`src/rtl/tick_gen.sv`:
```
// Timebase generator: a programmable prescaler that emits single-cycle enable ticks on clk,
// plus NUM_CH sub-divided channels, each with a tick and a square-wave output.
module tick_gen #(
    parameter int unsigned CNT_W       = 24,
    parameter int unsigned DEFAULT_DIV = 10_000_000,
    parameter int unsigned NUM_CH      = 2,
    parameter int unsigned SUB_W       = 4,
    parameter int unsigned DEFAULT_SUB = 1
) (
    input  logic              clk,
    input  logic              rst_n,
    input  logic              en,
    input  logic              sync_clr,
    input  logic              cfg_valid,
    output logic              cfg_ready,
    input  logic [3:0]        cfg_sel,
    input  logic [CNT_W-1:0]  cfg_data,
    output logic              base_tick,
    output logic [NUM_CH-1:0] ch_tick,
    output logic [NUM_CH-1:0] ch_sq
);

    localparam logic [3:0]       MAX_SEL = 4'(NUM_CH);
    localparam logic [CNT_W-1:0] ONE_P   = CNT_W'(1);
    localparam logic [SUB_W-1:0] ONE_S   = SUB_W'(1);

    logic [CNT_W-1:0]             pcnt_q, pcnt_d, div_q, div_d, p_last;
    logic [NUM_CH-1:0][SUB_W-1:0] scnt_q, scnt_d, sub_q, sub_d, s_last;
    logic [NUM_CH-1:0]            ch_term;
    logic                         wrap;
    logic                         base_q, base_d;
    logic [NUM_CH-1:0]            ch_tick_q, ch_tick_d, ch_sq_q, ch_sq_d;
    logic                         pend_q, pend_d, do_apply;
    logic [3:0]                   psel_q, psel_d;
    logic [CNT_W-1:0]             pdata_q, pdata_d;

    // A zero divisor or ratio behaves as 1.
    always_comb begin
        p_last = (div_q == '0) ? '0 : div_q - ONE_P;
        wrap   = en && (pcnt_q == p_last);
        for (int unsigned k = 0; k < NUM_CH; k++) begin
            s_last[k]  = (sub_q[k] == '0) ? '0 : sub_q[k] - ONE_S;
            ch_term[k] = wrap && (scnt_q[k] == s_last[k]);
        end
    end

    // Pending update lands on the target's own wrap so the running period completes at its
    // old length; a clear or a stalled count applies it straight away.
    always_comb begin
        do_apply = 1'b0;
        if (pend_q) begin
            if (sync_clr || !en) begin
                do_apply = 1'b1;
            end else if (psel_q == '0) begin
                do_apply = wrap;
            end else begin
                for (int unsigned k = 0; k < NUM_CH; k++) begin
                    if (psel_q == 4'(k + 1)) begin
                        do_apply = ch_term[k];
                    end
                end
            end
        end
    end

    always_comb begin
        pcnt_d    = pcnt_q;
        scnt_d    = scnt_q;
        div_d     = div_q;
        sub_d     = sub_q;
        base_d    = 1'b0;
        ch_tick_d = '0;
        ch_sq_d   = ch_sq_q;
        pend_d    = pend_q;
        psel_d    = psel_q;
        pdata_d   = pdata_q;

        if (sync_clr) begin
            pcnt_d  = '0;
            scnt_d  = '0;
            ch_sq_d = '0;
        end else if (en) begin
            if (wrap) begin
                pcnt_d = '0;
                base_d = 1'b1;
                for (int unsigned k = 0; k < NUM_CH; k++) begin
                    if (ch_term[k]) begin
                        scnt_d[k]    = '0;
                        ch_tick_d[k] = 1'b1;
                        ch_sq_d[k]   = ~ch_sq_q[k];
                    end else begin
                        scnt_d[k] = scnt_q[k] + ONE_S;
                    end
                end
            end else begin
                pcnt_d = pcnt_q + ONE_P;
            end
        end

        if (do_apply) begin
            pend_d = 1'b0;
            if (psel_q == '0) begin
                div_d = pdata_q;
                if (!en) pcnt_d = '0;
            end
            for (int unsigned k = 0; k < NUM_CH; k++) begin
                if (psel_q == 4'(k + 1)) begin
                    sub_d[k] = pdata_q[SUB_W-1:0];
                    if (!en) scnt_d[k] = '0;
                end
            end
        end

        // Out-of-range targets are accepted and dropped, so the slot never closes for them.
        if (!sync_clr && cfg_valid && !pend_q && (cfg_sel <= MAX_SEL)) begin
            pend_d  = 1'b1;
            psel_d  = cfg_sel;
            pdata_d = cfg_data;
        end
    end

    always_ff @(posedge clk or negedge rst_n) begin
        if (!rst_n) begin
            pcnt_q    <= '0;
            scnt_q    <= '0;
            div_q     <= CNT_W'(DEFAULT_DIV);
            sub_q     <= {NUM_CH{SUB_W'(DEFAULT_SUB)}};
            base_q    <= 1'b0;
            ch_tick_q <= '0;
            ch_sq_q   <= '0;
            pend_q    <= 1'b0;
            psel_q    <= '0;
            pdata_q   <= '0;
        end else begin
            pcnt_q    <= pcnt_d;
            scnt_q    <= scnt_d;
            div_q     <= div_d;
            sub_q     <= sub_d;
            base_q    <= base_d;
            ch_tick_q <= ch_tick_d;
            ch_sq_q   <= ch_sq_d;
            pend_q    <= pend_d;
            psel_q    <= psel_d;
            pdata_q   <= pdata_d;
        end
    end

    assign cfg_ready = ~pend_q;
    assign base_tick = base_q;
    assign ch_tick   = ch_tick_q;
    assign ch_sq     = ch_sq_q;

endmodule

```
`config.mk`:
```
export PLATFORM = sky130hd
export DESIGN_NAME = tick_gen
export DESIGN_NICKNAME = d
export VERILOG_FILES = /design/src/rtl/tick_gen.sv
export SDC_FILE = /design/constraint.sdc
export NUM_CORES = 1
export LEC_CHECK = 0
export ABC_AREA = 1
export CAP_MARGIN = 20
export CORE_ASPECT_RATIO = 1.5
export CORE_MARGIN = 1.5
export CORE_UTILIZATION = 52
export CTS_BUF_LIST = sky130_fd_sc_hd__clkbuf_4
export DETAILED_ROUTE_END_ITERATION = 6
export PLACE_DENSITY = 0.82
export SLEW_MARGIN = 10
export SYNTH_ARGS = -nofsm -noshare
export SYNTH_HDL_FRONTEND = slang
export SYNTH_SLANG_ARGS = --single-unit
```
`constraint.sdc`:
```
create_clock -name clk -period 7.55 [get_ports clk]
set_input_delay 0.755 -clock clk [delete_from_list [all_inputs] [get_ports clk]]
set_output_delay 0.755 -clock clk [all_outputs]
set_load 0.01 [all_outputs]
```
==> results_dict.tcl <==
set metrics [dict create \
    clkSlewWorstSetupHoldPaths_ns 0.17 \
    synth_top_area_share_pct 33.9 \
    cts_tree "done" \
    ant_nets 0 \
    postCtsHoldBufs 0 \
    synth_area_mm2 0.00650 \
    grt_pass1_vias 6175 \
    drt_iter0_drc 468 \
    syn_area_per_cell_um2 6.68 \
    crit_chain "inv_1, ha_1, nand2_2, nor2_4, nand3_4, nand3_1, nand2_1, nor2_1, nand2_1, nor2_1, nand3_1, inv_1, nand2_1, o21ai_2, nand4_1, nand3_1, inv_1" \
    synth_commonest_cells "nand2_1 (325), nor2_1 (133), inv_1 (122)" \
    viasPerCell 5.50 \
    grt_pass1_wl_um 27800 \
    syn_nets 1011 \
    cts_buffer_depth 2 \
    ys_ff_latch 98 \
    cp.required_ns 7.91 \
    ys_types 36 \
    die_w_um 94.3 \
    yosysWarnings 0 \
    synth_edf_count 0 \
    finalNetCount 1036 \
    cts_buffers 9 \
    core_mm2 0.0121 \
    fin_crit_sh_pct 52.4 \
    ys.flop_type "dfrtp_1" \
    synthCells 974 \
    finalSetupTns_ns 0 \
    final_layout_size_suffix_gt1_share_pct 6.08 \
    cts_resized 0 \
    hold_viol 0 \
    total_power_mw 1.50 \
    antenna_found_initial 1 \
    gr-usage-all-layers_pct 27.0 \
    min_period_ns 3.96 \
    leakagePower_nw 3.65 \
    end_kind "register" \
    dr.pass1.iters 5 \
    hpwl_um 12800 \
    ir_worst_vdd_uv 133 \
    setup_viol 0 \
    rows 49 \
    worstPathArrival_ns 4.32 \
    gp_congestion 1.01 \
    vias 6372 \
    synth_most_common_cell "nand2_1" \
    cp_slowest_cell "nand4_1" \
    cts_root_buf "clkbuf_4" \
    grt_max_degree 54 \
    port_buffers 38 \
    synthTopCellsByArea "dfrtp_1 (34%), nand2_1 (19%), nor2_1 (7.7%), inv_1 (7.0%), nand3_1 (5.2%)" \
    powerDensity_mw_per_mm2 212 \
    grt.overflow.total 0 \
    hp-class "in2async" \
    die_h_um 140 \
    final.setup_skew_ns 0.0202 \
    yosys.area.top_type "dfrtp_1" \
    cp_max_fo 50 \
    start_util_pct 53.8 \
    ys_seq_area_share_pct 37.9 \
    hold_ws_ns 0.249 \
    rrSetupSlack_ns 3.59 \
    drc 0 \
    drv_slew 0 \
    cts_num_sinks 98 \
    slowest_delay_ns 0.79 \
    maxCapViolCount 0 \
    cts_htree_levels 3 \
    die-area_mm2 0.0132 \
    slew_headroom_pct 33.2 \
    routedWlPerCell_um 14.7 \
    run_status "finished, final reports clean" \
    rsz0062_at_grt "false" \
    max_freq_ghz 0.253 \
    clock_latency_ns 0.47 \
    num_io_pins 39 \
    routed_wl_um 17000 \
    setup.worst_path.start_class "register" \
    async_flop_share_pct 100 \
    post_cts_buffers 0 \
    worst-setup-path-type "reg2reg" \
    syn_to_final_growth_pct 8.50 \
    tightestPinTransition_ns 0.999 \
]
power by group:
part,total [mW],internal (mW),switching [mW]
clock,0.270,0.0737,0.197
combinational,0.510,0.169,0.342
sequential,0.718,0.628,0.0895
total,1.50,0.871,0.628
per-stage QoR:
step	instances	util [%]	instance area, um^2	worst slack, ns
floorplan	974	-	6500	4.96
global placement	1141	57.4	6930	3.73
detailed placement	1141	57.4	6930	3.65
CTS	1157	58.4	7050	3.62
global route	1158	58.4	7060	3.12
finish	1158	58.4	7060	3.59
layer usage:
metal  vias up  part of all wire, %  track usage [%]
met2       231                   52             48.4
li1       3151                    -                -
met1      2914                   37             28.8
met4         0                  6.7             18.8
met5         -                    0                0
met3        76                  3.7             3.15
cell usage in the layout (no fill, tap or decap), drive strengths merged, types with 3 or more instances in the layout:
cell and instances:
o211ai 4, inv 126, clkinv 3, ha 4, buf 4, dfrtp 88, o21ai 26, nand4 53
xor2 21, clkdlybuf4s50 37, nor3 22, nand3b 4, a21oi 39, nand2 332, nor4 3, dfstp 10
nand3 71, nor2 139, clkbuf 9
critical path: cells and delay by family (launching register included):
| family | cells | cell delay, ns |
|---|---|---|
| compound gates | 1 | 0.19 |
| flops | 1 | 0.39 |
| fa+ha+maj | 1 | 0.22 |
| buf+inv | 3 | 0.27 |
| simple gates | 12 | 2.77 |
layout make-up:
| cell class | instances | area, um^2 |
|---|---|---|
| fillers | 1163 | 5020 |
| multi-input cells | 726 | 3410 |
| flip-flops and latches | 98 | 2460 |
| inverters | 123 | 462 |
| repair buffers | 41 | 400 |
| well taps | 153 | 191 |
| clock buffers | 9 | 67.6 |
| clock inverters | 7 | 60.1 |
| diodes | 1 | 2.50 |
registers in the layout, summed over array words and instances (netlist names):
| name | count |
|---|---|
| sub_q | 8 |
| div_q | 24 |
| ch_sq | 2 |
| pend_q | 1 |
| ch_tick | 2 |
| scnt_q | 8 |
| pdata_q | 24 |
| base_tick | 1 |
| psel_q | 4 |
| pcnt_q | 24 |
path summary, 6_finish.rpt:
check,startpoint,endpoint,depth (start not counted)
worst max register to register,div_q[0],pcnt_q[3],17
worst min-delay path,rst_n,psel_q[2],1
worst min register to register,pdata_q[17],pdata_q[17],2
max in group asynchronous,rst_n,pcnt_q[14],2
worst max-delay path,div_q[0],pcnt_q[3],17
min in group clk,pdata_q[17],pdata_q[17],2
cell families (layout without fill, tap and decap cells):
group / after synthesis / in the layout / synth area share (%)
xor gates and xnor gates: 23 / 23 / 3.10
and+or+nand+nor: 628 / 628 / 42.2
other: 0 / 1 / 0
AOI/OAI and AO/OA: 71 / 71 / 6.21
adders and majority gates: 4 / 4 / 0.770
DFF: 98 / 98 / 37.9
buffers and inverters: 150 / 180 / 9.79
No activity file was read; power rests on OpenSTA's default activity.
